[config.mk]
export PLATFORM = sky130hd
export DESIGN_NAME = fp_addsub_pipe_flat
export DESIGN_NICKNAME = d
export VERILOG_FILES = /design/src/rtl/fp_addsub_pipe_if.sv /design/src/rtl/fp_addsub_pipe.sv /design/src/flat_wrapper.sv
export SDC_FILE = /design/constraint.sdc
export NUM_CORES = 1
export LEC_CHECK = 0
export BUFFER_PORTS_ARGS = -buffer_cell sky130_fd_sc_hd__clkbuf_2
export CELL_PAD_IN_SITES_DETAIL_PLACEMENT = 0
export CELL_PAD_IN_SITES_GLOBAL_PLACEMENT = 1
export CORE_MARGIN = 2
export CORE_UTILIZATION = 45
export CTS_CLUSTER_DIAMETER = 200
export DETAILED_ROUTE_END_ITERATION = 8
export PLACE_DENSITY_LB_ADDON = 0.1
export SKIP_LAST_GASP = 1
export SYNTH_ARGS = -nofsm -noshare
export SYNTH_HDL_FRONTEND = slang
export SYNTH_SLANG_ARGS = --single-unit
[constraint.sdc]
create_clock -name clk -period 10 [get_ports clk]
set_input_delay 0.5 -clock clk [delete_from_list [all_inputs] [get_ports clk]]
set_output_delay 0.5 -clock clk [all_outputs]
set_load 0.01 [all_outputs]
[src/rtl/fp_addsub_pipe_if.sv]
// Operand/result handshake bundle between the FP ALU operand registers,
// the pipelined adder and the result writeback.
interface fp_addsub_pipe_if #(
   parameter int EXP_W = 8,
   parameter int MAN_W = 23
);
   localparam int W = 1 + EXP_W + MAN_W;

   logic         in_valid;
   logic         in_ready;
   logic [W-1:0] op_a;
   logic [W-1:0] op_b;
   logic         sub;
   logic [2:0]   r_mode;
   logic         out_valid;
   logic         out_ready;
   logic [W-1:0] result;
   logic         overflow;
   logic         underflow;
   logic         invalid;
   logic         inexact;

   modport slave (
      input  in_valid, op_a, op_b, sub, r_mode, out_ready,
      output in_ready, out_valid, result, overflow, underflow, invalid, inexact
   );

   modport master (
      output in_valid, op_a, op_b, sub, r_mode, out_ready,
      input  in_ready, out_valid, result, overflow, underflow, invalid, inexact
   );
endinterface

[src/rtl/fp_addsub_pipe.sv]
// Three-stage IEEE 754 adder/subtractor: align, add+normalise, round+pack.
// One global advance signal stalls every stage together under backpressure.
module fp_addsub_pipe #(
   parameter int EXP_W = 8,
   parameter int MAN_W = 23
) (
   input logic              clk,
   input logic              rst_n,
   fp_addsub_pipe_if.slave  io
);
   localparam int W      = 1 + EXP_W + MAN_W;
   localparam int SW     = MAN_W + 4;   // hidden + fraction + guard/round/sticky
   localparam int XW     = EXP_W + 2;
   localparam int STAGES = 2;

   localparam logic [EXP_W-1:0] EXP_ONES = '1;
   localparam logic [EXP_W-1:0] EXP_MAXF = {{(EXP_W-1){1'b1}}, 1'b0};
   localparam logic [W-1:0]     QNAN     = {1'b0, EXP_ONES, 1'b1, {(MAN_W-1){1'b0}}};

   typedef enum logic [2:0] {
      RNE = 3'b000, RTZ = 3'b001, RDN = 3'b010, RUP = 3'b011, RMM = 3'b100
   } rmode_e;

   typedef struct packed {
      logic           sign;
      logic           eff_sub;
      logic [XW-1:0]  exp;
      logic [SW-1:0]  sig_big;
      logic [SW-1:0]  sig_sml;
      logic           spec;
      logic           spec_inv;
      logic [W-1:0]   spec_word;
      rmode_e         rm;
   } s1_t;

   typedef struct packed {
      logic           sign;
      logic           eff_sub;
      logic [XW-1:0]  exp;
      logic [SW-1:0]  mant;
      logic           zero;
      logic           spec;
      logic           spec_inv;
      logic [W-1:0]   spec_word;
      rmode_e         rm;
   } s2_t;

   logic [STAGES:0] vld_pipe;
   logic            adv;
   s1_t             s1_d, s1_q;
   s2_t             s2_d, s2_q;
   logic [W-1:0]    res_d, res_q;
   logic [3:0]      flg_d, flg_q;   // {overflow, underflow, invalid, inexact}

   assign adv          = !vld_pipe[STAGES] || io.out_ready;
   assign io.in_ready  = adv && rst_n;
   assign io.out_valid = vld_pipe[STAGES];
   assign io.result    = res_q;
   assign {io.overflow, io.underflow, io.invalid, io.inexact} = flg_q;

   // ---------------- S1: unpack, classify, swap, align ----------------
   logic             sa, sb, a_max, b_max, a_inf, b_inf, a_nan, b_nan, swap, sticky;
   logic [EXP_W-1:0] ea, eb, xa, xb, xbig, xsml;
   logic [MAN_W-1:0] fa, fb;
   logic [MAN_W:0]   ma, mb, mbig, msml;
   logic [SW-1:0]    ext, mask;
   logic [31:0]      d32, sh;

   always_comb begin
      sa    = io.op_a[W-1];
      sb    = io.op_b[W-1] ^ io.sub;
      ea    = io.op_a[W-2:MAN_W];
      eb    = io.op_b[W-2:MAN_W];
      fa    = io.op_a[MAN_W-1:0];
      fb    = io.op_b[MAN_W-1:0];
      a_max = (ea == EXP_ONES);
      b_max = (eb == EXP_ONES);
      a_inf = a_max && (fa == '0);
      b_inf = b_max && (fb == '0);
      a_nan = a_max && (fa != '0);
      b_nan = b_max && (fb != '0);
      // subnormals sit at exponent 1 with a clear hidden bit
      xa    = (ea == '0) ? EXP_W'(1) : ea;
      xb    = (eb == '0) ? EXP_W'(1) : eb;
      ma    = {ea != '0, fa};
      mb    = {eb != '0, fb};
      swap  = {xb, mb} > {xa, ma};
      xbig  = swap ? xb : xa;
      xsml  = swap ? xa : xb;
      mbig  = swap ? mb : ma;
      msml  = swap ? ma : mb;
      d32   = 32'(xbig - xsml);
      sh    = (d32 > 32'(SW-1)) ? 32'(SW-1) : d32;
      ext   = {msml, 3'b000};
      mask  = ~({SW{1'b1}} << sh);
      sticky = |(ext & mask);

      s1_d           = '0;
      s1_d.sign      = swap ? sb : sa;
      s1_d.eff_sub   = sa ^ sb;
      s1_d.exp       = XW'(xbig);
      s1_d.sig_big   = {mbig, 3'b000};
      s1_d.sig_sml   = (ext >> sh) | {{(SW-1){1'b0}}, sticky};
      s1_d.spec      = a_max || b_max;
      s1_d.spec_inv  = (a_nan && !fa[MAN_W-1]) || (b_nan && !fb[MAN_W-1]) ||
                       (a_inf && b_inf && (sa != sb));
      s1_d.spec_word = (a_nan || b_nan || (a_inf && b_inf && (sa != sb))) ? QNAN :
                       {a_inf ? sa : sb, EXP_ONES, {MAN_W{1'b0}}};
      s1_d.rm        = (io.r_mode > 3'd4) ? RNE : rmode_e'(io.r_mode);
   end

   // ---------------- S2: add/subtract and normalise ----------------
   logic [SW:0] sum;
   logic [31:0] lz, lim, shl;

   always_comb begin
      sum = s1_q.eff_sub ? ({1'b0, s1_q.sig_big} - {1'b0, s1_q.sig_sml})
                         : ({1'b0, s1_q.sig_big} + {1'b0, s1_q.sig_sml});
      lz = 32'(SW);
      for (int i = 0; i < SW; i++)
         if (sum[i]) lz = 32'(SW - 1 - i);
      // never normalise below exponent 1: the remainder stays subnormal
      lim = 32'(s1_q.exp) - 32'd1;
      shl = (lz < lim) ? lz : lim;

      s2_d           = '0;
      s2_d.sign      = s1_q.sign;
      s2_d.eff_sub   = s1_q.eff_sub;
      s2_d.zero      = (sum == '0);
      s2_d.spec      = s1_q.spec;
      s2_d.spec_inv  = s1_q.spec_inv;
      s2_d.spec_word = s1_q.spec_word;
      s2_d.rm        = s1_q.rm;
      if (sum[SW]) begin
         s2_d.mant = {sum[SW:2], sum[1] | sum[0]};
         s2_d.exp  = s1_q.exp + XW'(1);
      end else begin
         s2_d.mant = sum[SW-1:0] << shl;
         s2_d.exp  = s1_q.exp - XW'(shl);
      end
   end

   // ---------------- S3: round, pack, flags ----------------
   logic               grs, up, tiny, ovf;
   logic [MAN_W+1:0]   rnd;
   logic [XW-1:0]      ex;
   logic [MAN_W-1:0]   fr;

   always_comb begin
      grs = |s2_q.mant[2:0];
      unique case (s2_q.rm)
         RTZ:     up = 1'b0;
         RDN:     up = s2_q.sign && grs;
         RUP:     up = !s2_q.sign && grs;
         RMM:     up = s2_q.mant[2];
         default: up = s2_q.mant[2] && (s2_q.mant[1] || s2_q.mant[0] || s2_q.mant[3]);
      endcase
      rnd  = {1'b0, s2_q.mant[SW-1:3]} + (MAN_W+2)'(up);
      tiny = !s2_q.mant[SW-1];
      if (rnd[MAN_W+1]) begin
         ex = s2_q.exp + XW'(1);
         fr = rnd[MAN_W:1];
      end else begin
         ex = rnd[MAN_W] ? s2_q.exp : '0;
         fr = rnd[MAN_W-1:0];
      end
      ovf = (ex >= XW'(EXP_ONES));

      res_d = {s2_q.sign, ex[EXP_W-1:0], fr};
      flg_d = {1'b0, tiny && grs, 1'b0, grs};
      if (s2_q.spec) begin
         res_d = s2_q.spec_word;
         flg_d = {2'b00, s2_q.spec_inv, 1'b0};
      end else if (s2_q.zero) begin
         res_d = {s2_q.eff_sub ? (s2_q.rm == RDN) : s2_q.sign, {(W-1){1'b0}}};
         flg_d = '0;
      end else if (ovf) begin
         flg_d = 4'b1001;
         if ((s2_q.rm == RTZ) || (s2_q.rm == RDN && !s2_q.sign) || (s2_q.rm == RUP && s2_q.sign))
            res_d = {s2_q.sign, EXP_MAXF, {MAN_W{1'b1}}};
         else
            res_d = {s2_q.sign, EXP_ONES, {MAN_W{1'b0}}};
      end
   end

   // ---------------- registers ----------------
   always_ff @(posedge clk) begin
      if (!rst_n) begin
         vld_pipe <= '0;
         res_q    <= '0;
         flg_q    <= '0;
      end else if (adv) begin
         vld_pipe <= {vld_pipe[STAGES-1:0], io.in_valid};
         // output word only changes when a real result arrives
         if (vld_pipe[STAGES-1]) begin
            res_q <= res_d;
            flg_q <= flg_d;
         end
      end
   end

   always_ff @(posedge clk) begin
      if (adv) begin
         s1_q <= s1_d;
         s2_q <= s2_d;
      end
   end
endmodule

[src/flat_wrapper.sv]
// flat-port wrapper written by rule: the top's interface ports become plain ports
module fp_addsub_pipe_flat 
#(
   parameter int EXP_W = 8,
   parameter int MAN_W = 23
)
  (clk, rst_n, io_in_valid, io_op_a, io_op_b, io_sub, io_r_mode, io_out_ready, io_in_ready, io_out_valid, io_result, io_overflow, io_underflow, io_invalid, io_inexact);
  fp_addsub_pipe_if #(.EXP_W(EXP_W), .MAN_W(MAN_W)) io_i ();
  input logic clk;
  input logic rst_n;
  input wire logic [$bits(io_i.in_valid)-1:0] io_in_valid;
  input wire logic [$bits(io_i.op_a)-1:0] io_op_a;
  input wire logic [$bits(io_i.op_b)-1:0] io_op_b;
  input wire logic [$bits(io_i.sub)-1:0] io_sub;
  input wire logic [$bits(io_i.r_mode)-1:0] io_r_mode;
  input wire logic [$bits(io_i.out_ready)-1:0] io_out_ready;
  output wire logic [$bits(io_i.in_ready)-1:0] io_in_ready;
  output wire logic [$bits(io_i.out_valid)-1:0] io_out_valid;
  output wire logic [$bits(io_i.result)-1:0] io_result;
  output wire logic [$bits(io_i.overflow)-1:0] io_overflow;
  output wire logic [$bits(io_i.underflow)-1:0] io_underflow;
  output wire logic [$bits(io_i.invalid)-1:0] io_invalid;
  output wire logic [$bits(io_i.inexact)-1:0] io_inexact;
  assign io_i.in_valid = io_in_valid;
  assign io_i.op_a = io_op_a;
  assign io_i.op_b = io_op_b;
  assign io_i.sub = io_sub;
  assign io_i.r_mode = io_r_mode;
  assign io_i.out_ready = io_out_ready;
  assign io_in_ready = io_i.in_ready;
  assign io_out_valid = io_i.out_valid;
  assign io_result = io_i.result;
  assign io_overflow = io_i.overflow;
  assign io_underflow = io_i.underflow;
  assign io_invalid = io_i.invalid;
  assign io_inexact = io_i.inexact;
  fp_addsub_pipe #(.EXP_W(EXP_W), .MAN_W(MAN_W)) u_core (.clk(clk), .rst_n(rst_n), .io(io_i));
endmodule
After elaboration in Yosys (flattened, before gate mapping)
Index checks and enable logic that the tools add are counted.
Operators by class
  shifts and indexed selects: 3
  $add $sub $neg: 8
  muxes and demuxes: 52
  eq/ne operators: 7
  reduce and logical (&&, ||, !) cells: 42
  magnitude comparators: 5
  bitwise gates (word level): 6
Operator list (number)
  $mux 32: 4
  $mux 5: 16
  $mux 24: 3
  $logic_not 23->1: 2
  $mux 23: 2
  $reduce_bool 23->1: 2
  $mux 4: 11
  $mux 37: 1
  $gt 32x32->1: 1
  $gt 32x5->1 const B: 1
  $lt 5x32->1: 1
  $mux 8: 4
  $shl 27x32->27: 1
  $shl 27x32->27 const A: 1
  $shr 27x32->27: 1
  $mux 31: 1
  $add 27x27->28: 1
  $logic_not 28->1: 1
  $mux 28: 1
  $sub 27x27->28: 1
  $and 27x27->27: 1
  $not 27->27: 1
  $or 27x1->27: 1
  $reduce_or 27->1: 1
  other kinds (26): 63
Storage, ports and cells
  output and inout bits: 38
  register bits: 214

Longest topological paths before layout
  depth in word-level cells: 33
  depth in mapped cells: 37
  gate-level depth less buffers: 35

Worst setup path before layout
OpenSTA, ideal clock, no wires.
  path kind: register to register
  from: reg u_core.s1_q[40] in the netlist's numbering
  to: reg u_core.s2_q[71] in the netlist's numbering (data pin)
  library setup time: 264 ps
  arrival: 6951 ps
  stages on the path, launching flop included: 34
  buffers on the path: 2
  slack: 2785 ps
  required time: 9736 ps
  cells stage by stage: edfxtp_1 ha_1 inv_1 fa_1 o21bai_1 a211oi_1 o211ai_1 and3_1 buf_2 a21o_1 a2111oi_1 or4_2 a21o_1 a2111oi_0 ha_1 a2111o_1 o21a_1 or2_2 or3_1 o221ai_1 nor2_4 clkinv_2 buf_2 ha_1 inv_1 fa_1 a21o_1 a21oi_1 inv_1 a21oi_1 a31oi_1 nor3_1 nor2_1 xnor2_1
RTL lines
  start, declared: RTL line fp_addsub_pipe.sv:50  | s1_t s1_d, s1_q;
  start signal, assigned: RTL line fp_addsub_pipe.sv:204  | s1_q <= s1_d;
  end signal, assigned: RTL line fp_addsub_pipe.sv:205  | s2_q <= s2_d;
  end, declared: RTL line fp_addsub_pipe.sv:51  | s2_t s2_d, s2_q;

==> flow_summary.yaml <==
clock_network:
  cts-resized-gates: 0
  postCtsSetupRepairBufs: 0
  insertion_delay_ns: 0.44
  cts_tree: "done"
  cts.reportedPaths.clkPinSlew_ns: 0.07
  clockBufferDepth: 2
  hold_buffers: 0
  cts-root-buf: "clkbuf_16"
  clock_sinks: 154
  h-tree-depth: 4
  cts_buffers: 17
worst_setup_path:
  r2r_slack_ns: 1.71
  rr_startpoint: "u_core.s1_q[37]"
  critPathArrivalTime_ns: 8.47
  crit_buf_inv: 2
  start_kind: "register"
  crit_type: "reg -> reg"
  crit_family: "compound AO/OA/AOI/OAI gates"
  slowest_delay_ns: 0.88
  crit_path_top_delay_cell: "a211oi_1"
  cp.required_ns: 10.18
  timing.rr.end: "u_core.s2_q[72]"
  cp-end-kind: "register"
  worstPathMaxFanout: 15
  r2r.worst_path.cells: 28
timing:
  setup_tns_ns: 0
  setup_ws_ns: 1.71
  hold_viol_final: 0
  fin_skew_ns: 0.0132
  setup_viol: 0
  max_freq_mhz: 121
  period_minus_slack_ns: 8.29
  min_period_over_period: 0.829
  rsz0062_at_grt: "false"
  finalMaxSlewViolations: 0
  worst_pin_slew_ns: 1.19
  slew-limit-headroom: 0.207
synthesis:
  synth_compound_area_frac: 0.288
  synthAdderAreaFrac: 0.0785
  synth_top_family_by_area: "compound AO/OA/AOI/OAI gates"
  synth_edf_count: 115
  synthSimpleGateAreaFrac: 0.231
  yosysWarnings: 0
  synth_cell_type_count: 119
  ys.flop_type: "edfxtp_1"
  synth_seq_area_share: 0.260
  mappedNetlistArea_um2: 16300
  syn_inst: 2058
  synth_xor_area_frac: 0.0311
  ys_ff_latch: 154
  synth_mux_area_frac: 0.0483
  ys_async_sr_fraction: 0
  synth_area_per_cell_um2: 7.90
  syn-num-nets: 2230
power:
  p_leak_uw: 0.00691
  peakVddDrop_v: 0.000129
  power_uw: 3190
  power_density_nw_per_um2: 182
drt:
  routed_wirelength_um: 57500
  drtPass1Iterations: 6
  drc_errors: 0
  viasPerCell: 6.38
  drtAntennaViolNets: 0
  via_count: 16300
  drt-initial-drc-count: 1476
  drt-wirelength-per-cell_um: 22.5
cells_and_area:
  syn_to_final_growth_pct: 7.98
  diodes: 0
  layout_common_cells: "nand2_1 (180), o21ai_0 (173), a21oi_1 (168)"
  final_common_cell: "nand2_1"
  fill_cells: 3552
  multi_input_area_um2: 11000
  drive_gt1_frac: 0.116
  fin_area_um2: 17600
  final_util: 0.493
  nets: 2258
  regArea_um2: 4230
floorplan:
  die-area_um2: 37700
  die-height_um: 194
  dieWidth_um: 194
  core_um2: 35600
  initial_core_util: 0.457
  io_pins: 110
  rows: 69
global_routing:
  track_usage: 0.301
  grt.overflow.total: 0
  grt.busiest_layer: "met2"
  grt_pass1_vias: 15600
  grt_max_degree: 70
  grt_pass1_wl_um: 89900
  use_met1: 0.383
  met3_usage: 0.0296
  grt.met2_usage: 0.510
  grt_antenna_before_repair: 0
hold_path:
  hold_path.class: "in -> reg"
  holdPathEnd: "u_core.vld_pipe[0]"
  worst_hold_startpoint: "io_in_valid"
  min_path_cells: 3
placement:
  place.gp.congestion: 0.996
  dp_slack_ns: 1.91
  place_area_um2: 17000
  port_buffers: 109
  dp_hpwl_um: 45600
run:
  max-cap-violations: 0
status:
  status: "finished, final reports clean"
## area by class of cell
type / instances / share of cell area
timing repair buffer: 132 / 0.0409
multi-input combinational: 1668 / 0.629
tap: 461 / 0.0329
inverter: 113 / 0.0242
sequential: 154 / 0.241
clock buffer: 17 / 0.0242
clock inverter: 15 / 0.00777
## kinds of logic (layout without fill, tap and decap cells)
kind of cell / Yosys count / count (layout)
other: 1 / 1
xor gates and xnor gates: 56 / 56
DFF: 154 / 154
adders and majority gates: 101 / 101
muxes: 69 / 69
and+or+nand+nor: 736 / 736
buffers and inverters: 236 / 277
AOI/OAI and AO/OA: 705 / 705
## cells in the mapped netlist, types with 15 or more instances
master / number / share of area
nand2_1: 180 / 0.042
o21ai_0: 173 / 0.053
a21oi_1: 168 / 0.052
nor2_1: 164 / 0.038
edfxtp_1: 115 / 0.21
inv_1: 108 / 0.025
ha_1: 98 / 0.075
nor3_1: 69 / 0.021
nand3_1: 68 / 0.021
clkbuf_1: 67 / 0.015
mux2i_1: 50 / 0.031
a211oi_1: 45 / 0.021
nor2b_1: 42 / 0.016
dfxtp_1: 39 / 0.048
nand4_1: 38 / 0.015
o211ai_1: 38 / 0.018
buf_2: 35 / 0.011
xor2_1: 29 / 0.016
a21o_1: 25 / 0.012
nor4_1: 25 / 0.0096
xnor2_1: 25 / 0.013
a22oi_1: 24 / 0.011
and2_1: 23 / 0.0089
o22ai_1: 21 / 0.0081
o21a_1: 20 / 0.0092
a31oi_1: 17 / 0.0065
or3_1: 17 / 0.0065
a21boi_0: 16 / 0.0074
and3_1: 16 / 0.0062
nand2b_1: 15 / 0.0058
## sequential cells by signal, summed over array words and instances (netlist names)
signal / flops
u_core.s2_q: 47
u_core.s1_q: 68
u_core.io.result: 32
u_core.flg_q: 4
u_core.vld_pipe: 3
## layer usage
| layer | vias to the layer above | wire (µm) |
|---|---|---|
| li1 | 7817 | - |
| met1 | 7756 | 24300 |
| met2 | 617 | 27500 |
| met3 | 149 | 2770 |
| met4 | 0 | 2990 |
| met5 | - | 0 |
## power breakdown
group	switching [µW]	leakage, µW	total [µW]	internal, µW
registers	123	0.00159	953	830
logic	1050	0.00505	1590	540
clock network	300	0.000271	647	347
total	1470	0.00691	3190	1720
## metrics by stage
| step | cells | hold WS (ns) |
|---|---|---|
| 2_1_floorplan | 2058 | 0.400 |
| 3_3_place_gp | 2528 | 0.404 |
| 3_5_place_dp | 2528 | 0.406 |
| 4_1_cts | 2560 | 0.317 |
| 5_1_grt | 2560 | 0.332 |
| 6_report | 2560 | 0.321 |
## worst max path at each step
stage | slack, ns | from | end | depth (start not counted)
global placement | 2.12 | u_core.s1_q[37] | u_core.s2_q[72] | 28
global route | 1.12 | u_core.s1_q[37] | u_core.s2_q[73] | 28
detailed placement | 1.91 | u_core.s1_q[37] | u_core.s2_q[72] | 28
finish | 1.71 | u_core.s1_q[37] | u_core.s2_q[72] | 28
floorplan | 2.79 | u_core.s1_q[40] | u_core.s2_q[71] | 33
CTS | 1.85 | u_core.s1_q[37] | u_core.s2_q[72] | 28
## worst reg2reg max path, delay by kind of cell (launching register included)
kind	cells	cell delay, ns
AO/OA/AOI/OAI	13	3.87
flip-flops	1	0.56
buffers and inverters	2	0.64
AND/OR/NAND/NOR	8	1.40
multiplexers	1	0.47
adder cells (fa/ha/maj)	3	0.96
XOR/XNOR	1	0.15
No activity file was read; power rests on OpenSTA's default activity.
